**config.mk**
```make
export PLATFORM = sky130hd
export DESIGN_NAME = mem_stage
export DESIGN_NICKNAME = d
export VERILOG_FILES = /design/src/rtl/mem_stage_pkg.sv /design/src/rtl/mem_stage_mem_wb_reg.sv /design/src/rtl/mem_stage.sv
export SDC_FILE = /design/constraint.sdc
export NUM_CORES = 1
export LEC_CHECK = 0
export BUFFER_PORTS_ARGS = -buffer_cell sky130_fd_sc_hd__buf_2
export CAP_MARGIN = 5
export CORE_ASPECT_RATIO = 1.1
export CORE_MARGIN = 2
export CORE_UTILIZATION = 45
export DETAILED_ROUTE_END_ITERATION = 6
export PLACE_DENSITY = 0.83
export RECOVER_POWER = 100
export SYNTH_ARGS = -nofsm -noshare
export SYNTH_HDL_FRONTEND = slang
export SYNTH_SLANG_ARGS = --single-unit
```
**constraint.sdc**
```tcl
create_clock -name clk -period 2.54 [get_ports clk]
set_input_delay 0.254 -clock clk [delete_from_list [all_inputs] [get_ports clk]]
set_output_delay 0.254 -clock clk [all_outputs]
set_load 0.03 [all_outputs]
```
**src/rtl/mem_stage_pkg.sv**
```systemverilog
// Shared pipeline package for the memory stage: widths, timeout default,
// FSM state encoding and a small sizing helper.
package mem_stage_pkg;

    localparam int MEM_DATA_WIDTH = 16;
    localparam int MEM_ADDR_WIDTH = 8;
    localparam int MEM_REG_WIDTH  = 4;
    localparam int MEM_TIMEOUT    = 15;

    // IDLE: ready to issue a request; WAIT: a request is outstanding.
    typedef enum logic {
        ST_IDLE = 1'b0,
        ST_WAIT = 1'b1
    } mem_state_e;

    // Number of bits needed to hold a count running from 0 up to max_count.
    function automatic int cnt_width(input int max_count);
        return (max_count < 2) ? 1 : $clog2(max_count + 1);
    endfunction

endpackage

```
**src/rtl/mem_stage_mem_wb_reg.sv**
```systemverilog
// MEM/WB pipeline register. When load_i is low it inserts a bubble by
// clearing the write-back controls while the data fields keep their value.
module mem_wb_reg
    import mem_stage_pkg::*;
#(
    parameter int DATA_WIDTH = MEM_DATA_WIDTH,
    parameter int REG_WIDTH  = MEM_REG_WIDTH
) (
    input  logic                  clk,
    input  logic                  rst,
    input  logic                  load_i,
    input  logic [DATA_WIDTH-1:0] alu_result_i,
    input  logic [REG_WIDTH-1:0]  write_reg_i,
    input  logic                  reg_write_i,
    input  logic                  mem_to_reg_i,
    input  logic [DATA_WIDTH-1:0] rdata_i,
    output logic [DATA_WIDTH-1:0] wb_result_o,
    output logic [DATA_WIDTH-1:0] mem_data_o,
    output logic [REG_WIDTH-1:0]  write_reg_o,
    output logic                  reg_write_o,
    output logic                  mem_to_reg_o
);

    logic [DATA_WIDTH-1:0] wb_result_q, wb_result_d;
    logic [DATA_WIDTH-1:0] mem_data_q, mem_data_d;
    logic [REG_WIDTH-1:0]  write_reg_q, write_reg_d;
    logic                  reg_write_q, reg_write_d;
    logic                  mem_to_reg_q, mem_to_reg_d;

    // Next MEM/WB contents: capture the instruction, or hold data and clear controls.
    always_comb begin
        wb_result_d  = wb_result_q;
        mem_data_d   = mem_data_q;
        write_reg_d  = write_reg_q;
        reg_write_d  = 1'b0;
        mem_to_reg_d = 1'b0;
        if (load_i) begin
            wb_result_d  = alu_result_i;
            write_reg_d  = write_reg_i;
            reg_write_d  = reg_write_i;
            mem_to_reg_d = mem_to_reg_i;
            if (mem_to_reg_i) begin
                mem_data_d = rdata_i;
            end
        end
    end

    // MEM/WB register bank, cleared asynchronously by the active-low reset.
    always_ff @(posedge clk or negedge rst) begin
        if (!rst) begin
            wb_result_q  <= '0;
            mem_data_q   <= '0;
            write_reg_q  <= '0;
            reg_write_q  <= 1'b0;
            mem_to_reg_q <= 1'b0;
        end else begin
            wb_result_q  <= wb_result_d;
            mem_data_q   <= mem_data_d;
            write_reg_q  <= write_reg_d;
            reg_write_q  <= reg_write_d;
            mem_to_reg_q <= mem_to_reg_d;
        end
    end

    assign wb_result_o  = wb_result_q;
    assign mem_data_o   = mem_data_q;
    assign write_reg_o  = write_reg_q;
    assign reg_write_o  = reg_write_q;
    assign mem_to_reg_o = mem_to_reg_q;

endmodule

```
**src/rtl/mem_stage.sv**
```systemverilog
// Pipeline MEM stage: drives the data-memory handshake, stalls the pipe
// while an access is outstanding, aborts with a sticky error on timeout
// and feeds the MEM/WB register.
module mem_stage
    import mem_stage_pkg::*;
#(
    parameter int DATA_WIDTH = MEM_DATA_WIDTH,
    parameter int ADDR_WIDTH = MEM_ADDR_WIDTH,
    parameter int REG_WIDTH  = MEM_REG_WIDTH,
    parameter int TIMEOUT    = MEM_TIMEOUT
) (
    input  logic                  clk,
    input  logic                  rst,
    input  logic [DATA_WIDTH-1:0] ALUResultM_i,
    input  logic [DATA_WIDTH-1:0] WriteDataM_i,
    input  logic [REG_WIDTH-1:0]  WriteRegM_i,
    input  logic                  ValidM_i,
    input  logic                  RegWriteM_i,
    input  logic                  MemToRegM_i,
    input  logic                  MemWriteM_i,
    output logic                  mem_req_o,
    output logic                  mem_we_o,
    output logic [ADDR_WIDTH-1:0] mem_addr_o,
    output logic [DATA_WIDTH-1:0] mem_wdata_o,
    input  logic [DATA_WIDTH-1:0] mem_rdata_i,
    input  logic                  mem_ready_i,
    output logic [DATA_WIDTH-1:0] WBResultW_o,
    output logic [DATA_WIDTH-1:0] memData_r_o,
    output logic [REG_WIDTH-1:0]  WriteRegW_o,
    output logic                  RegWriteW_o,
    output logic                  MemToRegW_o,
    output logic                  StallM_o,
    output logic                  err_o
);

    localparam int CNT_W = cnt_width(TIMEOUT);

    mem_state_e       state_q, state_d;
    logic [CNT_W-1:0] cnt_q, cnt_d;
    logic             err_q, err_d;

    logic mem_op;
    logic is_load;
    logic timed_out;
    logic mem_req;
    logic mem_done;
    logic stall;
    logic wb_load;

    // Decode the EX/MEM controls; load+store together counts as a store.
    always_comb begin
        mem_op  = ValidM_i & (MemToRegM_i | MemWriteM_i);
        is_load = MemToRegM_i & ~MemWriteM_i;
    end

    // State, wait counter and sticky error flops.
    always_ff @(posedge clk or negedge rst) begin
        if (!rst) begin
            state_q <= ST_IDLE;
            cnt_q   <= '0;
            err_q   <= 1'b0;
        end else begin
            state_q <= state_d;
            cnt_q   <= cnt_d;
            err_q   <= err_d;
        end
    end

    // Next state: wait for ready after an unanswered request, give up at TIMEOUT.
    always_comb begin
        state_d = state_q;
        cnt_d   = cnt_q;
        err_d   = err_q;
        case (state_q)
            ST_IDLE: begin
                if (mem_op && !mem_ready_i) begin
                    state_d = ST_WAIT;
                    cnt_d   = '0;
                end
            end
            ST_WAIT: begin
                if (timed_out) begin
                    state_d = ST_IDLE;
                    err_d   = 1'b1;
                end else if (mem_ready_i) begin
                    state_d = ST_IDLE;
                end else begin
                    cnt_d = cnt_q + CNT_W'(1);
                end
            end
            default: begin
                state_d = ST_IDLE;
            end
        endcase
    end

    // Handshake outputs: request, stall and MEM/WB load enable; all quiet in reset.
    always_comb begin
        timed_out = 1'b0;
        mem_req   = 1'b0;
        case (state_q)
            ST_IDLE: mem_req = mem_op;
            ST_WAIT: begin
                timed_out = (cnt_q == CNT_W'(TIMEOUT));
                mem_req   = ~timed_out;
            end
            default: mem_req = 1'b0;
        endcase
        mem_req  = mem_req & rst;
        mem_done = mem_req & mem_ready_i;
        stall    = mem_req & ~mem_ready_i;
        wb_load  = rst & ValidM_i & ~stall & (~mem_op | mem_done);
    end

    assign mem_req_o   = mem_req;
    assign mem_we_o    = MemWriteM_i & mem_req;
    assign mem_addr_o  = ALUResultM_i[ADDR_WIDTH-1:0];
    assign mem_wdata_o = WriteDataM_i;
    assign StallM_o    = stall;
    assign err_o       = err_q;

    mem_wb_reg #(
        .DATA_WIDTH (DATA_WIDTH),
        .REG_WIDTH  (REG_WIDTH)
    ) u_mem_wb_reg (
        .clk          (clk),
        .rst          (rst),
        .load_i       (wb_load),
        .alu_result_i (ALUResultM_i),
        .write_reg_i  (WriteRegM_i),
        .reg_write_i  (RegWriteM_i),
        .mem_to_reg_i (is_load),
        .rdata_i      (mem_rdata_i),
        .wb_result_o  (WBResultW_o),
        .mem_data_o   (memData_r_o),
        .write_reg_o  (WriteRegW_o),
        .reg_write_o  (RegWriteW_o),
        .mem_to_reg_o (MemToRegW_o)
    );

endmodule

```
Word level (Yosys, flattened, before mapping):

Index checks and enable logic that the tools add are counted.

* $add $sub $neg: 1
* equal/unequal tests: 4
* mux-type cells: 12
* bitwise logic cells: 17
* reduce and logical (&&, ||, !) cells: 5

Operators with widths (count)
* 4-bit two-way mux: 3
* 1-bit bitwise AND: 9
* 4-bit case mux with 2 select lines: 1
* 1-bit two-way mux: 6
* 2-bit inequality test (second input constant): 3
* 1-bit NOT: 6
* 4-bit by 1-bit adder with 4-bit output (second input constant): 1
* 4-bit equality test (second input constant): 1
* 1-bit case mux with 2 select lines: 2
* 2-bit AND reduction: 2
* 3-bit AND reduction: 1
* 1-bit bitwise OR: 2
* 1-bit logical AND: 1
* 1-bit logical NOT: 1

* flip-flop bits (word level): 44
* input port bits: 59
* output and inout port bits: 66
* word-level logic and storage cells: 47

Logic depth before layout (Yosys ltp):

Gate-level depths: netlist of the first run.

* word-level depth: 9
* depth in mapped cells: 6
* gate-level depth less buffers: 5

By module:

A second synthesis of the first run with hierarchy kept.

* cells, all modules: 145
* area, all modules: 1998.2 um^2

By module, submodules not included
* mem_wb_reg: instances 1, cells an instance 80, area an instance 1427.6 um^2, sequential area each 950.9 um^2
* mem_stage: instances 1, cells an instance 65, area an instance 570.5 um^2, sequential area each 150.1 um^2

Worst setup path after synthesis of the first run:

No wires, ideal clock.

* kind: register -> output
* start point: register cnt_q[0]
* end point: output StallM_o
* arrival time: 1.493 ns
* data required time: 2.286 ns
* setup slack: 0.793 ns
* stages on the path, launching flop included: 5
* buffers on the path: 0
* cell sequence: dfrtp_1 -> ha_1 -> nand4_2 -> nand2_1 -> nor3_1

* word-level cells in the longest chain between the ends: 5

Ends and longest elaborated chain
* start: declaration: RTL line mem_stage.sv:39 `logic [CNT_W-1:0] cnt_q, cnt_d;`
* start signal: assignment: RTL line mem_stage.sv:64 `cnt_q <= cnt_d;`
* 4-bit equality test: RTL line mem_stage.sv:104 `timed_out = (cnt_q == CNT_W'(TIMEOUT));`
* 1-bit NOT: RTL line mem_stage.sv:105 `mem_req = ~timed_out;`
* 1-bit case mux with 2 select lines: RTL line mem_stage.sv:101 `case (state_q)`
* 1-bit bitwise AND: RTL line mem_stage.sv:109 `mem_req = mem_req & rst;`
* 1-bit bitwise AND: RTL line mem_stage.sv:111 `stall = mem_req & ~mem_ready_i;`
* end: declaration: RTL line mem_stage.sv:32 `output logic StallM_o,`

No other way between the ends.

Final worst setup path of the first run:

* start point: register cnt_q[0]
* end point: register u_mem_wb_reg.wb_result_q[10] (netlist: u_mem_wb_reg.wb_result_o[10])

* word-level cells in the longest chain between the ends: 8
* elaborated cells on any way between the ends: 10
* those cells by class: 1 x eq/ne; 1 x mux; 8 x bitwise

Ends and longest elaborated chain
* 4-bit equality test (*): RTL line mem_stage.sv:104
* 1-bit NOT (*): RTL line mem_stage.sv:105
* 1-bit case mux with 2 select lines (*): RTL line mem_stage.sv:101
* 1-bit bitwise AND (*): RTL line mem_stage.sv:109
* 1-bit bitwise AND: RTL line mem_stage.sv:111
* 1-bit NOT: RTL line mem_stage.sv:112 `wb_load = rst & ValidM_i & ~stall & (~mem_op | mem_done);`
* 1-bit bitwise AND: RTL line mem_stage.sv:112
* 1-bit bitwise AND (*): RTL line mem_stage.sv:112
* end signal: assignment: RTL line mem_stage_mem_wb_reg.sv:57 `wb_result_q <= wb_result_d;`
* end: declaration: RTL line mem_stage_mem_wb_reg.sv:24 `logic [DATA_WIDTH-1:0] wb_result_q, wb_result_d;`

Mark *: on every way between the ends. The rest lies on a longest branch, timed or not.
A chain may end at the register's enable or synchronous reset.

==> impl_results.md, run 1 <==
* Row cnt at 25
* Ys Warns at 0
* Register Area at 1101 um2
* Yosys cell types at 30
* Global placement routability congestion at 0.8001
* Routed wire length at 4092 um
* CTS tree: yes
* Postcts setup bufs at 0
* Setup crit start kind: flip-flop
* Critical path fanouts, max at 21
* Antenna fix cells at 0
* Post-detail-place hpwl at 3124 um
* Leakage at 1.106 nW
* Initial antenna violation count at 0
* Layout fillers at 404
* Synth area leader: dfrtp_1
* Clock-pin slew on the worst setup and hold paths at 0.09 ns
* Mapped Nets at 205
* Routed via count at 1,329
* Synth Area in Simple Gates at 6.630%
* Top-area cell type share of the netlist area at 54.02%
* Die ar. at 5084 um2
* Core Util, Final at 54.20%
* Post-route setup TNS at 0 ns
* Worst vdd ir at 0.3027 mV
* Compound-Gate Fraction of Synth Area at 4.236%
* Clk buf depth at 2
* Routed Antenna Nets at 0
* DRC at 0
* Clock Skew at 0.01318 ns
* Worst hold path class: in2reg
* Post-Synthesis Cells at 145
* Max H-tree Level at 2
* Final Critical Period at 2.065 ns
* Sequential fraction of the synthesis area at 54.02%
* Cts bufs inserted at 5
* Most common cell after layout, fill and taps aside: clkbuf_1
* Fin nets at 278
* Die height at 74.59 um
* Worst Path Required at 2.72 ns
* First-pass GRT wire length at 5733 um
* Mux cell area share after synthesis at 23.39%
* Area of the multi-input gates at 630.6 um2
* Later-pin clock latency in the skew report at 0.30 ns
* Vias in the first global route at 1,183
* Crit share post-route at 81.31%
* Post_cts resized at 0
* Final Hold Viols at 0
* Commonest non-fill, non-tap cells in the layout: 47 x clkbuf_1, 45 x buf_2, 44 x dfrtp_1
* Worst R2R Path Depth at 6
* Initial Util at 47.22%
* Peak Freq at 484.2 MHz
* Top Ports at 125
* Vias per Instance at 4.868
* Die Width at 68.17 um
* Pwr/cell area at 865.5 nW/um2
* Pin count of the biggest net entering global routing at 46
* Kind of critical path: reg2reg
* Max-cap violation count at 0
* Clock sinks at 44
* DRT iter0 DRCs at 62
* Worst Tran Pin Value at 1.081 ns
* FF+latch count, synth at 44
* Fin. max-slew vios at 0
* Post-synth EDFFs at 0
* Async set or reset register ratio after synthesis at 100.0%
* Slew HR at 27.92%
* R2R Path End: u_mem_wb_reg.wb_result_o[10]
* Area share of fa/ha/maj cells after synthesis at 0.6139%
* WP data arrival at 2.25 ns
* Cell area after synthesis at 2038 um2
* Dominant cells by area after synthesis: dfrtp_1 54%, mux2_4 14%, buf_4 9.2%
* Total Routing Usage GR at 15.41%
* Top_reg_cell synth: dfrtp_1
* Hold_buf cts at 0
* R2R setup slack at 0.47 ns
* Core Area at 4317 um2
* Min-delay src: WriteRegM_i[2]
* CP endpoint kind: flip-flop
* Unrepaired setup endpoints after global routing: false
* Fraction of layout cells with a size suffix above 1 at 29.68%
* WHS Endpoint: u_mem_wb_reg.write_reg_o[2]
* Clock Tree Root: clkbuf_8
* DR WL/cell at 14.99 um
* Port buffer count at 92
* Final setup fails at 0
* DR pass1 iterations at 3
* Status: complete, no violations
* Avg Cell Area, Syn at 14.06 um2
* Post-synthesis xor/xnor area fraction at 0%
* Grt ovf at 0
* Cells on Worst Hold Path at 2
* Largest family of logic cells by synthesized area: multiplexers
* Area Overhead vs Synth at 14.79%
* Critical R2R Launch: cnt_q[0]
==> worst max-delay path, stage by stage (launching register included) <==
cell and delay (ns):
dfrtp_1 0.39, ha_1 0.24, nand4_1 0.19, and2_0 0.31, o21ai_4 0.16, buf_4 0.29, mux2_1 0.37
==> how the worst max path moves through the flow <==
| stage | startpoint | to | slack, ns |
|---|---|---|---|
| floorplan | cnt_q[0] | StallM_o | 0.79 |
| CTS | cnt_q[0] | u_mem_wb_reg.write_reg_o[0] | 0.54 |
| global placement | cnt_q[0] | u_mem_wb_reg.write_reg_o[0] | 0.62 |
| detailed placement | cnt_q[0] | u_mem_wb_reg.write_reg_o[0] | 0.55 |
| finish | cnt_q[0] | u_mem_wb_reg.wb_result_o[10] | 0.47 |
| global route | rst | StallM_o | 0.24 |
==> Yosys cell counts, types with 2 or more instances <==
master   count
a21oi_1      2
buf_4       25
buf_6        2
dfrtp_1     44
inv_1        3
mux2_1      10
mux2_2       7
mux2_4      19
nand2_1      4
nand3_1      2
nor2_1       5
o21ai_0      4
==> power breakdown <==
| group | switching (W) | internal [W] | leakage (nW) |
|---|---|---|---|
| clock network | 0.000248 | 0.000296 | 0.0548 |
| logic | 0.000403 | 0.000164 | 0.512 |
| registers | 0.0000803 | 0.000833 | 0.538 |
==> metal layers <==
metal  GRT usage [%]  routed length (um)
met1           19.33                1720
met2           23.62                1915
met3           3.631                 357
met4           10.22                  99
met5               0                   0
==> state kept, by name (all words and copies together) (netlist names) <==
signal                     cells
err_o                          1
state_q                        1
cnt_q                          4
u_mem_wb_reg.mem_to_reg_o      1
u_mem_wb_reg.mem_data_o       16
u_mem_wb_reg.reg_write_o       1
u_mem_wb_reg.wb_result_o      16
u_mem_wb_reg.write_reg_o       4
==> metrics by stage <==
step	cell area (um2)	hold slack (ns)	total power (W)	cells	worst slack (ns)
after detailed placement	2366	0.3788	0.001588	265	0.5526
after CTS	2481	0.05332	0.002132	273	0.5419
after global routing	2340	0.1586	0.002127	273	0.2430
final	2340	0.1612	0.002025	273	0.4748
after global placement	2366	0.3790	0.001562	265	0.6228
after floorplan	2038	-0.04159	0.001421	145	0.7926
==> kinds of logic after synthesis <==
kind of cell             count (synthesis)
AO/OA/AOI/OAI                           12
adder cells (fa/ha/maj)                  1
buffers and inverters                   31
flip-flops                              44
multiplexers                            36
AND/OR/NAND/NOR                         21
==> final cells by class <==
type / count / share of cell area [%]
Timing Repair Buffer: 94 / 17.70
Clock buffer: 5 / 2.941
Sequential cell: 44 / 47.06
Multi-Input combinational cell: 70 / 26.95
Inverter: 3 / 0.4813
Tap cell: 54 / 2.888
Clock inverter: 3 / 1.979
No activity file was read; power rests on OpenSTA's default activity.
==> run 2: changes to the inputs <==
--- a/config.mk
+++ b/config.mk
@@ -9,9 +9,9 @@
 export CAP_MARGIN = 5
 export CORE_ASPECT_RATIO = 1.1
 export CORE_MARGIN = 2
-export CORE_UTILIZATION = 45
+export CORE_UTILIZATION = 43
 export DETAILED_ROUTE_END_ITERATION = 6
-export PLACE_DENSITY = 0.83
+export PLACE_DENSITY = 0.8
 export RECOVER_POWER = 100
 export SYNTH_ARGS = -nofsm -noshare
 export SYNTH_HDL_FRONTEND = slang
==> constraint.sdc (replaced) <==
create_clock -name clk -period 2.15 [get_ports clk]
set_input_delay 0.215 -clock clk [delete_from_list [all_inputs] [get_ports clk]]
set_output_delay 0.215 -clock clk [all_outputs]
set_load 0.03 [all_outputs]
==> impl_results.md, run 2 (synthesis gave the netlist of run 1 again) <==
* Routed Antenna Nets at 0
* Final Hold Viols at 0
* Final setup fails at 0
* First-pass GRT wire length at 6527 um
* Pwr/cell area at 1005 nW/um2
* Port buffer count at 92
* Setup crit start kind: flip-flop
* Net Sw Frac at 35.36%
* DR WL met2 at 1930 um
* WP data arrival at 1.67 ns
* Fraction of layout cells with a size suffix above 1 at 29.22%
* DR WL/cell at 14.34 um
* Clock sinks at 44
* Worst vdd ir at 0.3416 mV
* Cts bufs inserted at 5
* Row cnt at 26
* Core Util, Final at 50.95%
* Top sig layer: met4
* Kind of critical path: reg2out
* Max H-tree Level at 2
* CP endpoint kind: output pin
* Worst hold path class: in2async
* Clk pwr share at 26.0%
* Slew HR at 62.95%
* Post-route setup TNS at 0 ns
* Sequential fraction of design power at 45.5%
* Global placement routability congestion at 0.7963
* Routed via count at 1,349
* Peak Freq at 530.5 MHz
* Die Width at 69.65 um
* DRT iter0 DRCs at 45
* Total Routing Usage GR at 15.46%
* Internal power at 0.001529 W
* Worst Path Required at 1.93 ns
* Combinational share of power at 28.5%
* Area Overhead vs Synth at 15.47%
* Clock Tree Root: clkbuf_8
* Later-pin clock latency in the skew report at 0.29 ns
* Hold_buf cts at 0
* Grt ovf at 0
* Top Ports at 125
* Commonest non-fill, non-tap cells in the layout: 50 x clkbuf_1, 44 x dfrtp_1, 42 x buf_2
* Die height at 76.21 um
* Initial antenna violation count at 0
* Vias in the first global route at 1,329
* Leakage at 1.113 nW
* Worst Tran Pin Value at 0.5558 ns
* Met1 WL at 1607 um
* Clock Skew at 0.007842 ns
* Die ar. at 5307 um2
* Crit share post-route at 87.68%
* CTS tree: yes
* DRC at 0
* Post-detail-place hpwl at 2990 um
* Status: complete, no violations
* Clk buf depth at 2
* Fin. max-slew vios at 0
* DR pass1 iterations at 4
* Max-cap violation count at 0
* Clock-pin slew on the worst setup and hold paths at 0.08 ns
* Final Critical Period at 1.885 ns
* Pin count of the biggest net entering global routing at 46
* Vias per Instance at 4.905
* Postcts setup bufs at 0
* Initial Util at 44.12%
* Core Area at 4619 um2
* Most common cell after layout, fill and taps aside: clkbuf_1
* Fin nets at 278
* Critical path fanouts, max at 5
* Psw at 0.0008360 W
* Routed wire length at 3944 um
* Unrepaired setup endpoints after global routing: false
* Antenna fix cells at 0
* Post_cts resized at 0
* Met3 WL at 354 um
## run 2: cell count changes in the layout (fill, tap and decap cells not counted), sizes merged
cell,delta
buf,-2
clkbuf,+3
clkinv,+1
clkinvlp,-1
inv,-1
## run 2: cell type report
| type | instances | area, um2 |
|---|---|---|
| Tap cell | 56 | 70.07 |
| Fill cell | 434 | 2266 |
| Sequential cell | 44 | 1101 |
| Timing Repair Buffer | 94 | 426.7 |
| Clock inverter | 2 | 35.03 |
| Clock buffer | 6 | 72.57 |
| Inverter | 3 | 11.26 |
| Multi-Input combinational cell | 70 | 636.9 |
## run 2: power groups by stage
stage | clock [W] | sequential, W | combinational (W)
CTS | 0.000629 | 0.00108 | 0.000784
global route | 0.000669 | 0.00110 | 0.000716
global placement | 0 | 0.00108 | 0.000767
finish | 0.000615 | 0.00108 | 0.000674
detailed placement | 0 | 0.00109 | 0.000782
floorplan | 0 | 0.00137 | 0.000308
## run 2: final timing paths
| check | startpoint | endpoint | slack [ns] | cells after the start |
|---|---|---|---|---|
| worst max-delay path | cnt_q[0] | mem_req_o | 0.26 | 5 |
| worst min-delay path | rst | u_mem_wb_reg.reg_write_o | 0.04 | 2 |
| worst max register to register | cnt_q[0] | u_mem_wb_reg.write_reg_o[2] | 0.28 | 6 |
| worst min register to register | err_o | err_o | 0.49 | 1 |
| max in group asynchronous | rst | u_mem_wb_reg.wb_result_o[4] | 1.72 | 2 |
| min in group clk | RegWriteM_i | u_mem_wb_reg.reg_write_o | 0.12 | 3 |
## run 2: critical path, cell delays in order (launching register included)
cell and delay [ns]:
dfrtp_1 0.41, ha_1 0.25, nand4_1 0.18, nand2_1 0.11
nor2_1 0.12, clkbuf_1 0.31
## run 2: metal layers
metal	vias to the layer above	track usage [%]
li1	622	-
met5	-	0
met3	5	5.952
met4	0	4.808
met2	71	25.77
met1	651	18.52
## run 2: stage by stage
stage                     cells  worst slack [ns]  hold slack (ns)  area, um2  power (W)
after floorplan             145            0.4416         -0.08059       2038   0.001679
after global placement      267            0.3689           0.3498       2381   0.001850
after detailed placement    267            0.2954           0.3609       2381   0.001874
after CTS                   275            0.2914          0.03769       2489   0.002489
after global routing        275            0.1110           0.1149       2354   0.002484
final                       275            0.2649          0.03509       2354   0.002365
==> run 3: changes to the inputs <==
--- a/config.mk
+++ b/config.mk
@@ -9,10 +9,11 @@
 export CAP_MARGIN = 5
 export CORE_ASPECT_RATIO = 1.1
 export CORE_MARGIN = 2
-export CORE_UTILIZATION = 43
+export CORE_UTILIZATION = 42
 export DETAILED_ROUTE_END_ITERATION = 6
-export PLACE_DENSITY = 0.8
+export PLACE_DENSITY = 0.79
 export RECOVER_POWER = 100
 export SYNTH_ARGS = -nofsm -noshare
 export SYNTH_HDL_FRONTEND = slang
+export SYNTH_HIERARCHICAL = 1
 export SYNTH_SLANG_ARGS = --single-unit
==> impl_results.md, run 3 <==
* Postcts setup bufs at 0
* Post-detail-place hpwl at 2896 um
* Pwr/cell area at 1005 nW/um2
* Vias in the first global route at 1,303
* Top_reg_cell synth: dfrtp_1
* Fraction of layout cells with a size suffix above 1 at 42.73%
* Ys Warns at 6
* Final Hold Viols at 0
* Yosys cell types at 29
* Area Overhead vs Synth at 18.10%
* Cell area after synthesis at 1998 um2
* Status: complete, no violations
* Port buffer count at 92
* Initial Util at 43.26%
* Grt ovf at 0
* Top-area cell type share of the netlist area at 55.10%
* Antenna fix cells at 0
* Top cells by count, synth: 44 x dfrtp_1, 27 x mux2_2, 25 x buf_4, 9 x mux2_4, 7 x inv_1
* Global placement routability congestion at 0.8449
* Pwr Total at 0.002372 W
* Clock Tree Root: clkbuf_8
* Leakage at 1.120 nW
* Final setup fails at 0
* Row cnt at 26
* Commonest non-fill, non-tap cells in the layout: 51 x clkbuf_1, 44 x dfrtp_1, 42 x buf_2
* Routed via count at 1,346
* Post-synth EDFFs at 0
* Cts bufs inserted at 5
* DR pass1 iterations at 3
* Worst vdd ir at 0.4534 mV
* Vias per Instance at 4.877
* Kind of critical path: reg2reg
* Clock-pin slew on the worst setup and hold paths at 0.08 ns
* Initial antenna violation count at 0
* Dpl cell area at 2342 um2
* Clock Skew at 0.005124 ns
* Max-cap violation count at 0
* Die ar. at 5326 um2
* Critical path fanouts, max at 17
* CTS tree: yes
* Most common cell after layout, fill and taps aside: clkbuf_1
* Routed Antenna Nets at 0
* Avg Cell Area, Syn at 13.78 um2
* CP top delay family: compound AO/OA/AOI/OAI gates
* Dominant cells by area after synthesis: dfrtp_1 55%, mux2_2 15%, buf_4 9.4%
* Hold_buf cts at 0
* Pin count of the biggest net entering global routing at 45
* Max H-tree Level at 2
* DRC at 0
* Mapped Nets at 205
* Top Ports at 125
* CP max stage cell: mux2_4
* Slowest stage delay, CP at 0.40 ns
* Final Critical Period at 2.114 ns
* FF+latch count, synth at 44
* Synth area leader: dfrtp_1
* Design area at 2360 um2
* Sequential fraction of the synthesis area at 55.10%
* Routed wire length at 3940 um
* Fin. max-slew vios at 0
* WP data arrival at 2.29 ns
* Slew HR at 29.77%
* Async set or reset register ratio after synthesis at 100.0%
* DR WL/cell at 14.28 um
* Peak Freq at 473.1 MHz
* Worst Tran Pin Value at 1.053 ns
* Post_cts resized at 0
* Die height at 76.34 um
* Worst hold path class: in2reg
* Worst Path Required at 2.33 ns
* Core Util, Final at 51.08%
* Total Routing Usage GR at 14.61%
* Core Area at 4619 um2
* Critical Path, Cell by Cell: ha_1 > nand4_2 > a211o_1 > a21oi_2 > nand2_2 > mux2_4
* Most common cell in the netlist: dfrtp_1
* Later-pin clock latency in the skew report at 0.29 ns
* Setup crit start kind: flip-flop
* DRT iter0 DRCs at 54
* First-pass GRT wire length at 6120 um
* Crit share post-route at 98.32%
* CP Buf/Inv Count at 0
* Die Width at 69.77 um
* Fin nets at 279
* CP endpoint kind: flip-flop
* Clock sinks at 44
* Unrepaired setup endpoints after global routing: true
* Clk buf depth at 2
* Post-Synthesis Cells at 145
## run 3: path summary, 6_finish.rpt
| path | startpoint | endpoint | slack (ns) | cells after the start |
|---|---|---|---|---|
| hold reg to reg | err_o | err_o | 0.47 | 1 |
| setup reg to reg | cnt_q[1] | u_mem_wb_reg/mem_data_o[7] | 0.04 | 6 |
| setup / recovery | cnt_q[1] | u_mem_wb_reg/mem_data_o[7] | 0.04 | 6 |
| hold / removal | RegWriteM_i | u_mem_wb_reg/reg_write_o | 0.13 | 2 |
| min in group asynchronous | rst | u_mem_wb_reg/mem_data_o[8] | 0.24 | 2 |
| max in group asynchronous | rst | cnt_q[2] | 1.27 | 2 |
## run 3: cells by family after synthesis
family          count (synthesis)  share of synthesized area (%)
flops                          44                          55.10
mux                            36                          21.98
buf+inv                        35                          11.77
simple gates                   15                          4.697
compound gates                 14                          5.824
fa+ha+maj                       1                         0.6261
## run 3: stage by stage
step / setup slack, ns / setup TNS [ns] / hold WS [ns] / instances
floorplan: 0.2189 / 0 / -0.08059 / 145
global placement: 0.1232 / 0 / 0.3752 / 268
detailed placement: 0.03664 / 0 / 0.3867 / 268
CTS: 0.03235 / 0 / 0.05699 / 276
global route: -0.07979 / -1.979 / 0.1225 / 276
finish: 0.03617 / 0 / 0.1336 / 276
## run 3: power by group
| part | leakage [nW] | switching [W] | total (W) | internal (W) |
|---|---|---|---|---|
| clock network | 0.0434 | 0.000285 | 0.000545 | 0.000260 |
| logic | 0.537 | 0.000503 | 0.000751 | 0.000248 |
| registers | 0.540 | 0.0000879 | 0.00108 | 0.000988 |
| total | 1.12 | 0.000876 | 0.00237 | 0.00150 |
## run 3: area by class of cell
cell class	count	area (um2)
Sequential cell	44	1101
Timing Repair Buffer	95	414.1
Clock inverter	2	15.01
Multi-Input combinational cell	66	650.6
Fill cell	450	2260
Clock buffer	6	82.58
Tap cell	56	70.07
Inverter	7	26.28
## run 3: layer usage
metal / wire, um / track usage [%]
met5: 0 / 0
met4: 136 / 9.615
met3: 318 / 3.571
met2: 1916 / 23.81
met1: 1569 / 16.98
